File: config.mk
export PLATFORM = sky130hd
export DESIGN_NAME = bpu_update_ctrl
export DESIGN_NICKNAME = d
export VERILOG_FILES = /design/src/rtl/bpu_update_ctrl.sv
export SDC_FILE = /design/constraint.sdc
export NUM_CORES = 1
export LEC_CHECK = 0
export ABC_AREA = 0
export ABC_CLOCK_PERIOD_IN_PS = 15300
export CORE_MARGIN = 2
export CORE_UTILIZATION = 62
export DETAILED_ROUTE_END_ITERATION = 12
export PLACE_DENSITY = 0.85
export SYNTH_ARGS = -nofsm -noshare
export SYNTH_HDL_FRONTEND = slang
export SYNTH_SLANG_ARGS = --single-unit
File: constraint.sdc
create_clock -name i_clk -period 15.3 [get_ports i_clk]
set_input_delay 2.295 -clock i_clk [delete_from_list [all_inputs] [get_ports i_clk]]
set_output_delay 2.295 -clock i_clk [all_outputs]
set_load 0.01 [all_outputs]
File: src/rtl/bpu_update_ctrl.sv
// Branch predictor update controller: keeps fetch-side prediction records in
// an in-order queue, pairs them with execute-side resolutions, and produces
// one-cycle update pulses for the GHR, PHT, counter FIFO and BTB, plus a
// redirect pulse on mispredict followed by a short recovery window.
module bpu_update_ctrl #(
    parameter int XLEN  = 32,
    parameter int DEPTH = 8
) (
    input  logic                     i_clk,
    input  logic                     i_rst,
    input  logic                     i_pred_valid,
    input  logic [XLEN-1:0]          i_pred_pc,
    input  logic                     i_pred_jump,
    input  logic [XLEN-1:0]          i_pred_target,
    output logic                     o_pred_ready,
    input  logic                     i_res_valid,
    input  logic                     i_res_is_branch,
    input  logic                     i_res_taken,
    input  logic [XLEN-1:0]          i_res_target,
    output logic                     o_res_ready,
    input  logic                     i_flush,
    output logic                     o_ghr_update,
    output logic                     o_last_jump,
    output logic                     o_upht_update,
    output logic                     o_satCnt_update,
    output logic                     o_ubtb_update,
    output logic [XLEN-1:0]          o_pc_jumpsrc,
    output logic [XLEN-1:0]          o_pc_jumpdst,
    output logic                     o_redirect,
    output logic [XLEN-1:0]          o_redirect_pc,
    output logic [$clog2(DEPTH):0]   o_count
);

    localparam int AW = $clog2(DEPTH);

    typedef enum logic {
        RUN     = 1'b0,
        RECOVER = 1'b1
    } state_t;

    state_t          state_q, state_d;
    logic [1:0]      recCnt_q, recCnt_d;
    logic [AW:0]     wrPtr_q, wrPtr_d;
    logic [AW:0]     rdPtr_q, rdPtr_d;

    logic [XLEN-1:0] pcMem_q     [DEPTH];
    logic            jumpMem_q   [DEPTH];
    logic [XLEN-1:0] targetMem_q [DEPTH];

    logic            full;
    logic            empty;
    logic [XLEN-1:0] headPc;
    logic            headJump;
    logic [XLEN-1:0] headTarget;
    logic            predAccept;
    logic            resAccept;
    logic            mispredict;

    logic            ghrUpdate_q, lastJump_q, satCntUpdate_q, ubtbUpdate_q, redirect_q;
    logic [XLEN-1:0] jumpSrc_q, jumpDst_q, redirectPc_q;

    assign full       = (wrPtr_q[AW] != rdPtr_q[AW]) && (wrPtr_q[AW-1:0] == rdPtr_q[AW-1:0]);
    assign empty      = (wrPtr_q == rdPtr_q);
    assign headPc     = pcMem_q[rdPtr_q[AW-1:0]];
    assign headJump   = jumpMem_q[rdPtr_q[AW-1:0]];
    assign headTarget = targetMem_q[rdPtr_q[AW-1:0]];

    assign o_pred_ready = (state_q == RUN) && !full;
    assign o_res_ready  = (state_q == RUN) && !empty;

    // A flush overrides everything in the same cycle, so neither handshake
    // is allowed to take effect while it is asserted.
    assign predAccept = i_pred_valid && o_pred_ready && !i_flush;
    assign resAccept  = i_res_valid && o_res_ready && !i_flush;
    assign mispredict = resAccept &&
                        ((i_res_taken != headJump) ||
                         (i_res_taken && (i_res_target != headTarget)));

    assign o_count = wrPtr_q - rdPtr_q;

    // Next-state logic: a mispredict opens a two-cycle recovery window.
    always_comb begin
        state_d  = state_q;
        recCnt_d = recCnt_q;
        if (i_flush) begin
            state_d  = RUN;
            recCnt_d = 2'd0;
        end else begin
            case (state_q)
                RUN: begin
                    if (mispredict) begin
                        state_d  = RECOVER;
                        recCnt_d = 2'd0;
                    end
                end
                RECOVER: begin
                    if (recCnt_q == 2'd1) begin
                        state_d  = RUN;
                        recCnt_d = 2'd0;
                    end else begin
                        recCnt_d = recCnt_q + 2'd1;
                    end
                end
                default: begin
                    state_d  = RUN;
                    recCnt_d = 2'd0;
                end
            endcase
        end
    end

    // Pointer update: flush or mispredict drops every queued record, and any
    // enqueue offered in that cycle is discarded along with them.
    always_comb begin
        wrPtr_d = wrPtr_q;
        rdPtr_d = rdPtr_q;
        if (i_flush || mispredict) begin
            rdPtr_d = wrPtr_q;
        end else begin
            if (predAccept) wrPtr_d = wrPtr_q + 1'b1;
            if (resAccept)  rdPtr_d = rdPtr_q + 1'b1;
        end
    end

    // FSM and queue pointer registers.
    always_ff @(posedge i_clk or posedge i_rst) begin
        if (i_rst) begin
            state_q  <= RUN;
            recCnt_q <= 2'd0;
            wrPtr_q  <= '0;
            rdPtr_q  <= '0;
        end else begin
            state_q  <= state_d;
            recCnt_q <= recCnt_d;
            wrPtr_q  <= wrPtr_d;
            rdPtr_q  <= rdPtr_d;
        end
    end

    // Record storage needs no reset: only slots between the pointers are read.
    always_ff @(posedge i_clk) begin
        if (predAccept && !mispredict) begin
            pcMem_q[wrPtr_q[AW-1:0]]     <= i_pred_pc;
            jumpMem_q[wrPtr_q[AW-1:0]]   <= i_pred_jump;
            targetMem_q[wrPtr_q[AW-1:0]] <= i_pred_target;
        end
    end

    // Update and redirect pulses are registered one cycle after the accepted
    // resolution; the PC/target values hold until the next resolution.
    always_ff @(posedge i_clk or posedge i_rst) begin
        if (i_rst) begin
            ghrUpdate_q    <= 1'b0;
            lastJump_q     <= 1'b0;
            satCntUpdate_q <= 1'b0;
            ubtbUpdate_q   <= 1'b0;
            redirect_q     <= 1'b0;
            jumpSrc_q      <= '0;
            jumpDst_q      <= '0;
            redirectPc_q   <= '0;
        end else begin
            ghrUpdate_q    <= resAccept && i_res_is_branch;
            lastJump_q     <= resAccept && i_res_taken;
            satCntUpdate_q <= resAccept;
            ubtbUpdate_q   <= resAccept && i_res_taken &&
                              (!headJump || (headTarget != i_res_target));
            redirect_q     <= mispredict;
            if (resAccept) begin
                jumpSrc_q <= headPc;
                jumpDst_q <= i_res_target;
            end
            if (mispredict) begin
                redirectPc_q <= i_res_taken ? i_res_target : (headPc + XLEN'(4));
            end
        end
    end

    assign o_ghr_update    = ghrUpdate_q;
    assign o_upht_update   = ghrUpdate_q;
    assign o_last_jump     = lastJump_q;
    assign o_satCnt_update = satCntUpdate_q;
    assign o_ubtb_update   = ubtbUpdate_q;
    assign o_redirect      = redirect_q;
    assign o_pc_jumpsrc    = jumpSrc_q;
    assign o_pc_jumpdst    = jumpDst_q;
    assign o_redirect_pc   = redirectPc_q;

endmodule

==> out/metrics.json <==
{
  "cap_viol_max_count": 0,
  "cts.root.buffer_cell": "clkbuf_16",
  "syn_inst_count": 1337,
  "final-instance-count-excl-fill": 2151,
  "synthArstFlopShare": 0.177,
  "clkPwrFrac": 0.257,
  "place_area_um2": 27800,
  "clkLatencyLatePin_ns": 0.63,
  "tritoncts_num_sinks": 632,
  "cell_area_after_technology_mapping_um2": 25200,
  "worstRegToRegCells": 12,
  "starting_density_of_the_core": 0.630,
  "die_area_um2": 42200,
  "p_r_area_growth_vs_syn_pct": 18.3,
  "die_w_um": 205,
  "antenna_found_initial": 7,
  "report.final.hold_viol_count": 0,
  "first_pass_iters": 5,
  "io_buffers": 211,
  "r2r-end": "targetMem_q[7][4]$_DFFE_PP_",
  "power.sequential.fraction": 0.402,
  "grt_overflow_total": 0,
  "grt_start_max_net_pins": 122,
  "route.detailed.drc": 0,
  "synth-main-ff-cell": "edfxtp_1",
  "max_clock_freq_ghz": 0.154,
  "worst-endpoint-arrival_ns": 6.75,
  "power.ir.vdd_worst_uv": 126,
  "synth_largest_area_cell": "edfxtp_1",
  "switchingPower_mw": 1.84,
  "hold_class": "flop to flop",
  "drt-initial-drc-count": 1707,
  "postCtsHoldBufs": 0,
  "dp.cells": 2030,
  "wirelength_um": 61300,
  "ys.warnings.count": 0,
  "r2r_start": "rdPtr_q[1]$_DFFE_PP0P_",
  "synth-xor-area-share": 0.0230,
  "totalNegativeSetupSlack_ns": 0,
  "layout_worst_path_cycle_share": 0.425,
  "yosysUniqueCellTypes": 56,
  "synth_top_family_by_area": "multiplexers",
  "power_density_nw_per_um2": 191,
  "clkSlewWorstSetupHoldPaths_ns": 0.06,
  "wl_per_cell_um": 28.5,
  "report.final.setup_viol": 0,
  "crit_path_end_kind": "flop",
  "synth.avg_cell_area_um2": 18.8,
  "gpl.final_weighted_congestion": 0.851,
  "min_period_ns": 6.50,
  "timing.hold.worst_endpoint": "recCnt_q[1]$_DFFE_PP0P_",
  "worstHoldStart": "recCnt_q[1]$_DFFE_PP0P_",
  "combinational_cell_fraction_of_total_power": 0.341,
  "worst_slew_pin_slew_ns": 1.07,
  "first_global_vias": 13886,
  "clock_tree_from_tritoncts": "done",
  "worst-path-max-fanout": 75,
  "critical_path_class": "flop to flop",
  "cts-htree-levels": 2,
  "synth.area.top_cells": "edfxtp_1 62%, dfrtp_1 11%, mux4_2 11%, mux2i_1 3.2%, mux2_2 2.0%",
  "cp-start-kind": "flop",
  "dp_hpwl_um": 37100,
  "final_nets": 1678,
  "register_to_register_setup_slack_ns": 8.80,
  "synth_largest_type_area_fraction": 0.621,
  "p_int_mw": 3.84,
  "power.switching_fraction": 0.323,
  "drive_above_1_share": 0.188,
  "tritoncts_buffers": 60,
  "clk_path_buf_depth": 3,
  "cts.repair.resized": 0,
  "post_synth_mux_area_share": 0.158,
  "synthAdderAreaFrac": 0.00378,
  "report.final.slew_viol_count": 0,
  "rows": 73,
  "synth_edf_count": 520,
  "synth-seq-area-share": 0.732,
  "via_count": 13903,
  "design.portCount": 212,
  "critPathRequiredTime_ns": 15.55,
  "grt_usage": 0.296,
  "finalClockSkew_ns": 0.0269,
  "core_occupancy_in_the_finished_layout": 0.745,
  "grt_setup_unrepaired": "no",
  "compound_gate_fraction_of_synth_area": 0.0285,
  "cellLeakagePower_nw": 10.2,
  "post_synth_most_frequent_cells": "520 x edfxtp_1, 118 x mux4_2, 112 x dfrtp_1",
  "die_y_um": 205,
  "route.detailed.vias_per_inst": 6.46,
  "grt_first_pass_wirelength_um": 89700,
  "min_path_cells": 2,
  "synth.most_common_cell": "edfxtp_1",
  "cts_setup_buffers": 0,
  "core_um2": 39900,
  "synth_simple_gate_area_frac": 0.0365,
  "outcome": "completed",
  "antenna_left": 0,
  "flip_flop_and_latch_count_after_synthesis": 632,
  "final_cell_area_um2": 29700,
  "synth_fp_nets": 1448,
  "slew_headroom": 0.285
}
critical path: stages, from the launching register on:
cell	delay [ns]
dfrtp_4	0.96
buf_4	0.72
mux2_2	0.30
o22ai_1	0.09
a221oi_1	0.45
xor2_1	0.13
nor4_1	0.33
nand4_1	0.31
o31a_2	0.37
buf_4	0.39
or4_1	0.69
inv_2	0.58
buf_4	0.68
cell usage in the layout (no fill, tap or decap), drive strengths merged, types with 4 or more instances in the layout:
master / count
inv: 13
edfxtp: 520
mux4: 118
o21a: 9
a211oi: 4
nor4: 13
clkdlybuf4s50: 210
nand3: 11
nor2b: 5
xor2: 33
o211ai: 8
mux2: 45
diode: 7
bufinv: 5
a31oi: 8
nor3: 12
a221oi: 5
dfrtp: 112
xnor2: 33
nor2: 83
clkinvlp: 7
mux2i: 80
nand4: 6
clkbuf: 75
buf: 29
clkinv: 25
nand2: 38
ha: 6
a22o: 5
a21oi: 63
nand2b: 5
flip-flops by register name, indices dropped and copies added (netlist names):
| signal | flops |
|---|---|
| wrPtr_q | 4 |
| targetMem_q | 256 |
| o_satCnt_update | 1 |
| recCnt_q | 2 |
| pcMem_q | 256 |
| o_last_jump | 1 |
| o_redirect | 1 |
| o_pc_jumpdst | 32 |
| jumpMem_q | 8 |
| o_redirect_pc | 32 |
| o_ghr_update | 1 |
| o_pc_jumpsrc | 32 |
| state_q | 1 |
| rdPtr_q | 4 |
| o_ubtb_update | 1 |
final cells by class:
type                            instances  area (µm²)
Sequential cell                       632       18400
Multi-Input combinational cell        623        6320
Inverter                               11        43.8
Fill cell                            2124       10200
Timing Repair Buffer                  239        2330
Antenna cell                            7        17.5
Tap cell                              525         657
Clock inverter                         39         368
Clock buffer                           75        1580
logic make-up (layout without fill, tap and decap cells):
group,count (synthesis),count (layout)
muxes,243,243
DFF,632,632
and+or+nand+nor,192,192
other,0,7
adders and majority gates,7,7
AOI/OAI and AO/OA,115,115
buffers and inverters,82,364
xor gates and xnor gates,66,66
power by group through the flow:
stage	sequential [mW]	clock [mW]	combinational, mW
global route	2.31	1.53	2.05
global placement	2.30	0	1.87
finish	2.28	1.46	1.94
detailed placement	2.31	0	1.90
CTS	2.28	1.47	1.94
floorplan	2.30	0	1.18
metal layers:
layer	global-route usage	wire, µm	vias to the layer above	share of wire
li1	-	-	5762	-
met1	0.412	23200	7139	0.38
met2	0.465	29800	867	0.49
met3	0.0626	5940	131	0.097
met4	0.118	2290	4	0.037
met5	0	28	-	0.00046
worst max path at each step:
| stage | end | from | slack (ns) | cells after the start |
|---|---|---|---|---|
| 2_1_floorplan | jumpMem_q[0]$_DFFE_PP_ | i_res_target[18] | 4.80 | 8 |
| 4_1_cts | pcMem_q[7][18]$_DFFE_PP_ | rdPtr_q[1]$_DFFE_PP0P_ | 8.85 | 12 |
| 3_3_place_gp | pcMem_q[7][18]$_DFFE_PP_ | i_res_target[26] | 8.36 | 10 |
| 5_1_grt | targetMem_q[7][24]$_DFFE_PP_ | rdPtr_q[1]$_DFFE_PP0P_ | 8.46 | 12 |
| 3_5_place_dp | pcMem_q[7][18]$_DFFE_PP_ | i_res_target[26] | 8.27 | 10 |
| 6_report | targetMem_q[7][4]$_DFFE_PP_ | rdPtr_q[1]$_DFFE_PP0P_ | 8.80 | 12 |
per-stage QoR:
step	power (mW)	hold WS, ns	worst slack, ns
detailed placement	4.21	0.489	8.27
CTS	5.69	0.498	8.85
global placement	4.17	0.477	8.36
global route	5.89	0.521	8.46
finish	5.68	0.496	8.80
floorplan	3.48	0.460	4.80
Power figures use the tool's default switching activity.
==> patch (same settings) <==
Put one more register stage on the output `o_redirect_pc`, cleared by the reset. The value now appears one clock later. The other outputs are not delayed to match.
--- a/src/rtl/bpu_update_ctrl.sv
+++ b/src/rtl/bpu_update_ctrl.sv
@@ -183,7 +183,13 @@
     assign o_redirect      = redirect_q;
     assign o_pc_jumpsrc    = jumpSrc_q;
     assign o_pc_jumpdst    = jumpDst_q;
-    assign o_redirect_pc   = redirectPc_q;
+    always_ff @(posedge i_clk or posedge i_rst) begin
+        if (i_rst) begin
+            o_redirect_pc <= '0;
+        end else begin
+            o_redirect_pc <= redirectPc_q;
+        end
+    end
 
 endmodule
 
Formal check against the unedited RTL: not equivalent (a bounded check fails within 4 cycles, from zero or initial values and one cycle with i_rst high).
==> patch against the original RTL <==
Die area is 4.2% higher. Routed wire length is 4.7% higher. Utilization is 1.2 points lower. Sequential cell count is 32 higher. Global-route usage is 0.15 points higher. Via count is 4.7% higher. First-iteration DRC count is 20% higher. Area after synthesis is 4.3% higher. Non-clock buffer count is 6 lower. Power is 0.92% higher. Cell area is 3.2% higher. Setup slack better by 0.51 ns. Highest routed layer unchanged.
==> patch: results (changes against the original RTL) <==
initial antenna violation count -> 8 (+1)
vias in the first global route -> 14,600 (+4.9%)
proportion of synthesized area in mux cells -> 0.150 (-0.00782)
Non-clk bufs -> 233 (-2.5%)
Lkg Pwr -> 10.8 nW (+5.8%)
number of flops mapped to enable cells by yosys -> 520 (unchanged)
Hold EP -> o_redirect_pc[27]
Final non-clock buffer share -> 0.0744 (-0.00392)
Storage cell area -> 19,200 sq um (+4.3%)
cells on worst reg2reg path -> 10 (-2)
fin nets -> 1,757 (+4.7%)
CORE AREA -> 41,900 sq um (+4.9%)
dpl hpwl -> 38,600 microns (+4.1%)
DR iter-0 viols -> 2,043 (+20%)
Final Non-Filler Cells -> 2,243 (+4.3%)
power per cell area -> 187 nW/um^2 (-2.2%)
worst-margin pin slew -> 1.15 ns (+0.0796 ns)
hold path cells -> 0 (-2)
post-synthesis sequential area ratio -> 0.733 (about the same)
Clock-cell share -> 0.0615 (-0.00388)
critical path class -> flop to flop
multi-input gate count -> 667 (+7.1%)
Worst R2R Start -> rdPtr_q[0]
clk_skew -> 0.0197 ns (-0.00716 ns)
Post-Place Worst Slack -> 8.87 ns (+0.599 ns)
Fillers -> 2,357 (+11%)
synth top area cells -> edfxtp_1 60%, dfrtp_1 14%, mux4_2 11%
Non-CTS inverters -> 19 (+8)
worst vdd ir -> 0.000186 V (+48%)
area of the multi-input gates -> 6540 sq um (+3.4%)
GPL Wtd Cong -> 0.911 (+7.0%)
largest net degree at the start of global routing -> 131 (+7.4%)
Compound-Gate Fraction of Synth Area -> 0.0258 (-0.00269)
top cells by count, synth -> 520 x edfxtp_1, 184 x nand2_1, 144 x dfrtp_1
status -> complete, no violations
total CTS buffers -> 61 (+1.7%)
xor-xnor portion of the synthesized cell area -> 0.0210 (-0.00195)
synthesized instance count -> 1,420 (+6.2%)
dpl cells -> 2,122 (+4.5%)
global-route wire length before repair -> 94,500 microns (+5.4%)
Fmax -> 167 MHz (+8.5%)
ratio of cells with drive above 1 in the final layout -> 0.177 (-0.0110)
Adder-Cell Fraction of Synth Area -> 0.00363 (-0.000155)
clk_buf instances -> 81 (+8.0%)
hold slack final -> 0.377 ns (-0.118 ns)
CP max FO -> 65 (-13%)
Post-DP Area -> 28,800 sq um (+3.7%)
routed vias/inst -> 6.49 (+0.38%)
Post-Route WL -> 64,200 microns (+4.7%)
Sink Count -> 664 (+5.1%)
clock root cell -> clkbuf_16
[patch: cells by family after synthesis]
logic type	Yosys count
multiplexers	221
XOR/XNOR	63
AND/OR/NAND/NOR	272
flip-flops	664
adder cells (fa/ha/maj)	7
buffers and inverters	89
AO/OA/AOI/OAI	104
[patch: power breakdown]
part	switching [W]	total (W)	internal (W)	leakage (nW)
registers	0.000168	0.00240	0.00223	6.45
logic	0.00101	0.00189	0.000881	3.40
clock network	0.000647	0.00144	0.000790	0.925
total	0.00183	0.00573	0.00390	10.8
[patch: metal layers]
metal  track usage  up-vias  part of all wire
li1              -     5968                 -
met1         0.415     7495              0.38
met2         0.466      933              0.48
met3        0.0625      155              0.10
met4         0.125        2             0.040
met5             0        -           0.00017
[patch: worst max-delay path, stage by stage, from the launching register on]
cell	delay, ns
dfrtp_4	0.95
buf_4	0.62
inv_2	0.43
mux2i_1	0.32
xnor2_1	0.11
nor4_1	0.68
nand2_1	0.21
o41ai_4	0.71
o21ai_2	0.30
nor3_2	0.23
buf_4	0.88
